**src/rtl/if_fetch_unit_pkg.sv**
```systemverilog
// Shared definitions for the instruction-fetch stage: FSM states, the NOP
// encoding, and the default boot PC.
package if_fetch_unit_pkg;

    typedef enum logic [1:0] {
        BOOT  = 2'd0,
        FETCH = 2'd1,
        DRAIN = 2'd2
    } fetch_state_e;

    localparam logic [31:0] NOP_INST         = 32'h0000_0013;
    localparam logic [31:0] DEFAULT_RESET_PC = 32'h0040_0000;

endpackage

```
**src/rtl/if_fetch_unit.sv**
```systemverilog
// Instruction-fetch stage: owns the PC, talks req/ack to instruction memory,
// buffers one instruction for IF/ID, and handles stalls and EX redirects.
module if_fetch_unit
    import if_fetch_unit_pkg::*;
#(
    parameter int unsigned     N        = 32,
    parameter logic [N-1:0]    RESET_PC = N'(DEFAULT_RESET_PC)
) (
    input  logic         clk,
    input  logic         reset,
    input  logic         stall_i,
    input  logic         redirect_i,
    input  logic [N-1:0] redirect_pc_i,
    output logic         imem_req_o,
    output logic [N-1:0] imem_addr_o,
    input  logic         imem_ack_i,
    input  logic [N-1:0] imem_rdata_i,
    output logic [N-1:0] pc_o,
    output logic [N-1:0] pc4_o,
    output logic [N-1:0] inst_o,
    output logic         inst_valid_o,
    output logic         if_id_enable_o,
    output logic         flush_o
);

    fetch_state_e state_q, state_d;
    logic [N-1:0] pc_q, pc_d;
    logic [N-1:0] inst_q, inst_d;
    logic [N-1:0] ipc_q, ipc_d;
    logic [N-1:0] ipc4_q, ipc4_d;
    logic         valid_q, valid_d;
    logic         pend_q, pend_d;
    logic         take;
    logic [N-1:0] redirect_tgt;
    logic         unused_rpc_lsb;

    assign take           = ~valid_q | ~stall_i;
    assign redirect_tgt   = {redirect_pc_i[N-1:2], 2'b00};
    assign unused_rpc_lsb = ^redirect_pc_i[1:0];

    assign imem_addr_o    = {pc_q[N-1:2], 2'b00};
    assign imem_req_o     = (state_q == FETCH) & take & ~redirect_i;
    assign flush_o        = redirect_i;
    assign if_id_enable_o = ~stall_i | redirect_i;
    assign pc_o           = ipc_q;
    assign pc4_o          = ipc4_q;
    assign inst_o         = inst_q;
    assign inst_valid_o   = valid_q;

    always_comb begin
        state_d = state_q;
        pc_d    = pc_q;
        inst_d  = inst_q;
        ipc_d   = ipc_q;
        ipc4_d  = ipc4_q;
        valid_d = valid_q;
        pend_d  = pend_q;

        case (state_q)
            BOOT: begin
                state_d = FETCH;
                pend_d  = 1'b0;
            end
            FETCH: begin
                if (redirect_i) begin
                    // A request held without ack is still owed by memory; drain it.
                    if (pend_q & ~imem_ack_i) state_d = DRAIN;
                    pend_d = 1'b0;
                end else if (take) begin
                    if (imem_ack_i) begin
                        inst_d  = imem_rdata_i;
                        ipc_d   = pc_q;
                        ipc4_d  = pc_q + N'(4);
                        valid_d = 1'b1;
                        pc_d    = pc_q + N'(4);
                        pend_d  = 1'b0;
                    end else begin
                        valid_d = 1'b0;
                        inst_d  = N'(NOP_INST);
                        pend_d  = 1'b1;
                    end
                end else begin
                    pend_d = pend_q & ~imem_ack_i;
                end
            end
            DRAIN: begin
                pend_d = 1'b0;
                if (imem_ack_i) state_d = FETCH;
            end
            default: begin
                state_d = BOOT;
                pend_d  = 1'b0;
            end
        endcase

        if (redirect_i) begin
            pc_d    = redirect_tgt;
            valid_d = 1'b0;
            inst_d  = N'(NOP_INST);
        end
    end

    always_ff @(posedge clk or negedge reset) begin
        if (!reset) begin
            state_q <= BOOT;
            pc_q    <= RESET_PC;
            inst_q  <= N'(NOP_INST);
            ipc_q   <= RESET_PC;
            ipc4_q  <= RESET_PC + N'(4);
            valid_q <= 1'b0;
            pend_q  <= 1'b0;
        end else begin
            state_q <= state_d;
            pc_q    <= pc_d;
            inst_q  <= inst_d;
            ipc_q   <= ipc_d;
            ipc4_q  <= ipc4_d;
            valid_q <= valid_d;
            pend_q  <= pend_d;
        end
    end

endmodule

```
**config.mk**
```make
export PLATFORM = sky130hd
export DESIGN_NAME = if_fetch_unit
export DESIGN_NICKNAME = d
export VERILOG_FILES = /design/src/rtl/if_fetch_unit_pkg.sv /design/src/rtl/if_fetch_unit.sv
export SDC_FILE = /design/constraint.sdc
export NUM_CORES = 1
export LEC_CHECK = 0
export ABC_AREA = 1
export CORE_MARGIN = 2
export CORE_UTILIZATION = 25
export CTS_BUF_LIST = sky130_fd_sc_hd__clkbuf_8
export DETAILED_ROUTE_END_ITERATION = 16
export SYNTH_ARGS = -nofsm -noshare
export SYNTH_HDL_FRONTEND = slang
export SYNTH_SLANG_ARGS = --single-unit
```
**constraint.sdc**
```tcl
create_clock -name clk -period 3.6 [get_ports clk]
set_input_delay 0.9 -clock clk [delete_from_list [all_inputs] [get_ports clk]]
set_output_delay 0.9 -clock clk [all_outputs]
set_load 0.05 [all_outputs]
```
Yosys cells after proc, flatten, opt, wreduce, memory -nomap -nowiden
Cells that the tools add are included.
- flip-flop bits (word level): 132
- bits in latches: 0
- memory bits (writable): 0
- ROM bits: 0
- bits of input ports: 69
- memories: 0
- add/sub/neg operators: 1
- $mul: 0
- divide/modulo/power cells: 0
- order comparisons: 0
- equal/unequal tests: 5
- shifts and indexed selects: 0
- mux-type cells: 20
- bitwise gates (word level): 9
- reductions and logical operators: 8
- operator list (cell ; count):
    32-bit 2-to-1 mux ; 8
    32-bit by 3-bit adder with 32-bit output (second input constant) ; 1
    1-bit 2-to-1 mux ; 8
    2-bit 2-to-1 mux ; 3
    2-bit case mux with 3 select lines ; 1
    3-bit AND reduction ; 2
    2-bit nonzero test ; 3
    2-bit != test (second input constant) ; 2
    1-bit inverter ; 4
    4-bit AND reduction ; 1
    1-bit AND ; 3
    2-bit by 1-bit == test with 1-bit output (second input constant) ; 1
    2-bit == test (second input constant) ; 1
    2-bit logical NOT ; 1
    2-bit by 1-bit != test with 1-bit output (second input constant) ; 1
    1-bit OR ; 2
    2-bit AND reduction ; 1

Logic depth before layout (Yosys ltp)
- word-level depth: 5
- depth in mapped cells: 9
- depth with buffers taken out: 9

Worst setup path after synthesis
Ideal clock, no wire load.
- kind: input -> output
- start point: in redirect_i
- end point: out if_id_enable_o
- arrival: 1.442 ns
- data required time: 2.700 ns
- setup slack: 1.258 ns
- cell stages on the path: 3
- cells stage by stage: buf_4 -> inv_2 -> nand2_1
- word-level cells in the longest chain between the ends: 1
- RTL lines (item ; RTL line ; source):
    start, declared ; if_fetch_unit.sv:12 ; input logic redirect_i,
    1-bit OR ; if_fetch_unit.sv:44 ; assign if_id_enable_o = ~stall_i | redirect_i;
    end, declared ; if_fetch_unit.sv:22 ; output logic if_id_enable_o,
Every way passes these cells.

Worst setup path after layout
- start point: in stall_i
- end point: out imem_req_o
- word-level cells in the longest chain between the ends: 4
- RTL lines (item ; RTL line ; source):
    start, declared ; if_fetch_unit.sv:11 ; input logic stall_i,
    1-bit inverter ; if_fetch_unit.sv:37 ; assign take = ~valid_q | ~stall_i;
    1-bit OR ; if_fetch_unit.sv:37 ;
    1-bit AND (2 in a row) ; if_fetch_unit.sv:42 ; assign imem_req_o = (state_q == FETCH) & take & ~redirect_i;
    end, declared ; if_fetch_unit.sv:14 ; output logic imem_req_o,
Every way passes these cells.

==> results.md <==
- I/O pin count: 201
- Largest cells by area after synthesis: dfrtp_1, nand2_1, a22o_1, nand3_1, o21ai_0
- Crit-path cells: clkdlybuf4s50_1 -> nand2_1 -> nand3_2 -> nor2_4 -> buf_12
- Combinational power share: 37.2%
- Synth unique cells: 31
- Worst skew pair latency: 0.44 ns
- Residual DRC count: 0
- Die area: 23600 sq um
- Mapped Cells: 623
- Post-synth ARST share: 100%
- Post-CTS setup buffer count: 0
- Fin Setup TNS: 0 ns
- GRT Util Overall: 15.4%
- Fmax: 355 MHz
- Root Driver: clkbuf_8
- First-pass GRT wire length: 28400 um
- Clk buf depth: 2
- Hold Vio Cnt, Final: 0
- Area Overhead vs Synth: 47.0%
- VDD IR-drop max: 206 uV
- Vias in the first global route: 5012
- Initial cell density of the core: 25.6%
- Cells after DPL: 1077
- Number of synthesized flops with an enable pin: 0
- Die height: 154 um
- Top_reg_cell synth: dfrtp_1
- Hold_buf cts: 0
- Leak: 3.76 nW
- Vias/cell: 4.47
- FF-to-FF setup slack: 1.78 ns
- H-tree depth: 4
- Via count: 4957
- P per Cell Area: 602 nW/um^2
- Internal: 2.95 mW
- Diode count: 0
- Drt pass-1 iters: 4
- Top cell type's share of synthesized area: 53.2%
- Clock slew at reported path FFs: 0.07 ns
- Design Power: 4.96 mW
- Fin. max-slew vios: 0
- Worst setup EP type: output pin
- # nets final: 886
- Net Sw Frac: 40.6%
- Post-Synthesis Cell Area: 5600 sq um
- Minimum clock period: 2.82 ns
- Crit path buffers/inverters: 2
- Final non-filler cell total: 1109
- Die W: 154 um
- Remaining antenna violation count after routing: 0
- WL/cell: 16.1 um
- # setup viols final: 0
- Remaining Overflow, GRT: 0
- Critical Path Source Type: primary input
- DR iter-0 viols: 273
- Critical Path AT: 1.92 ns
- Fill count: 2235
- CTS Buf Count: 17
- Flop pwr share: 37.0%
- Psw: 2.01 mW
- CTS tree: yes
- Sequential area share after synthesis: 56.5%
- Drt total wl: 17800 um
- Worst rel slew slack: 19.3%
- Row count: 54
- Port Buffers: 192
- Pin count of the biggest net entering global routing: 91
- Yosys warns: 0
- Max-Cap Viols: 0
- Initial antenna violation count: 0
- RSZ-0062 raised after global routing: no
- Most common cell in the netlist: nand2_1
- Max stage delay on crit path: 0.45 ns
- Cell family with most CP delay: buffers and inverters
- Syn_area_per_cell: 8.99 sq um
- Critical Path Fanout Max: 3
- FF+latch count, synth: 126
- Setup CP Type: in -> out
- Synth area leader: dfrtp_1
- Post-cts resize count: 0
- Clk pwr share: 25.8%
- Worst clock skew: 0.0168 ns
- DP HPWL: 12700 um
- Routability cong.: 0.801
- Crit share post-route: 78.3%
- Slowest CP cell: clkdlybuf4s50_1
- Top post-synthesis cells by count: nand2_1, dfrtp_1, nand3_1
- Share of layout cells above drive strength 1: 8.81%
- Outcome: finished clean
- Critical Path RT: 2.70 ns
- Hold Crit Class: in -> async
- Least-Margin Pin Slew: 1.21 ns
- TritonCTS Sinks: 126
- Core Region: 21900 sq um
-- area by class of cell --
cell class	instances	area, sq um	share of cell area, %
well taps	280	350	4.26
multi-input cells	429	2110	25.7
clock inverters	10	111	1.35
repair buffers	200	2030	24.7
clock buffers	22	303	3.68
inverters	42	159	1.93
flip-flops and latches	126	3160	38.4
-- flip-flops by register name, indices dropped and copies added, names as in the netlist --
register,flops
inst_o,32
pc4_o,30
pc_o,30
pc_q,30
state_q,2
inst_valid_o,1
pend_q,1
-- cell families (layout without fill, tap and decap cells) --
family,Yosys count,in the layout,synth area share (%)
buf+inv,73,274,6.12
flops,126,126,56.5
xor+xnor,7,7,1.09
fa+ha+maj,1,1,0.223
compound gates,93,93,11.4
other cells,1,6,0.0670
simple gates,322,322,24.6
-- power by group through the flow --
| stage | Sequential (mW) | Combinational [mW] | Clock [mW] |
|---|---|---|---|
| 6_report | 1.83 | 1.84 | 1.28 |
| 5_1_grt | 1.87 | 1.95 | 1.39 |
| 4_1_cts | 1.84 | 1.87 | 1.33 |
| 3_5_place_dp | 1.86 | 1.86 | 0 |
| 3_3_place_gp | 1.86 | 1.85 | 0 |
| 2_1_floorplan | 2.62 | 0.362 | 0 |
-- worst paths after layout --
check                                from    endpoint  depth (start not counted)
worst max register to register   pc_q[18]    pc_q[31]                          7
max in group asynchronous           reset    pc4_o[2]                          2
worst max-delay path              stall_i  imem_req_o                          5
worst min register to register  pc4_o[22]   pc4_o[22]                          2
worst min-delay path                reset   inst_o[9]                          1
min in group clk                pc4_o[22]   pc4_o[22]                          2
-- layer usage --
metal | vias to the layer above | GRT usage, % | share of wire, % | routed length (um)
met2 | 176 | 24.9 | 46 | 8240
met3 | 17 | 4.71 | 5.6 | 999
met5 | - | 0 | 0 | 0
li1 | 2405 | - | - | -
met1 | 2359 | 20.5 | 47 | 8360
met4 | 0 | 3.32 | 1.4 | 241
-- per-stage QoR --
step	hold WS (ns)	worst slack, ns	instance area, sq um	utilization (%)
3_3_place_gp	0.459	0.645	7820	35.7
5_1_grt	0.480	0.730	8230	37.6
4_1_cts	0.468	0.771	8230	37.6
3_5_place_dp	0.465	0.656	7820	35.7
6_report	0.463	0.783	8230	37.6
2_1_floorplan	0.505	1.26	5620	-
-- placed cells by master (no fill, tap or decap) --
master           count
a22o_1              30
a22oi_1             13
and2_1               1
buf_12               5
buf_2                1
buf_4                6
buf_6                1
bufinv_16            2
clkbuf_8            22
clkdlybuf4s50_1    187
clkinv_2             2
clkinvlp_4           4
conb_1               6
dfrtp_1            119
dfstp_2              7
ha_1                 1
inv_1               42
inv_2                1
inv_6                1
nand2_1            223
nand2_2              5
nand2_4              2
nand3_1             45
nand3_2              4
nor2_1              32
nor2_2               2
nor2_4               7
nor3_1               1
o211ai_1             3
o21a_1               1
o21ai_0             41
o21ai_2              1
o22a_1               3
o31ai_1              1
xnor2_1              2
xor2_1               5
(Power assumes the default switching activity.)
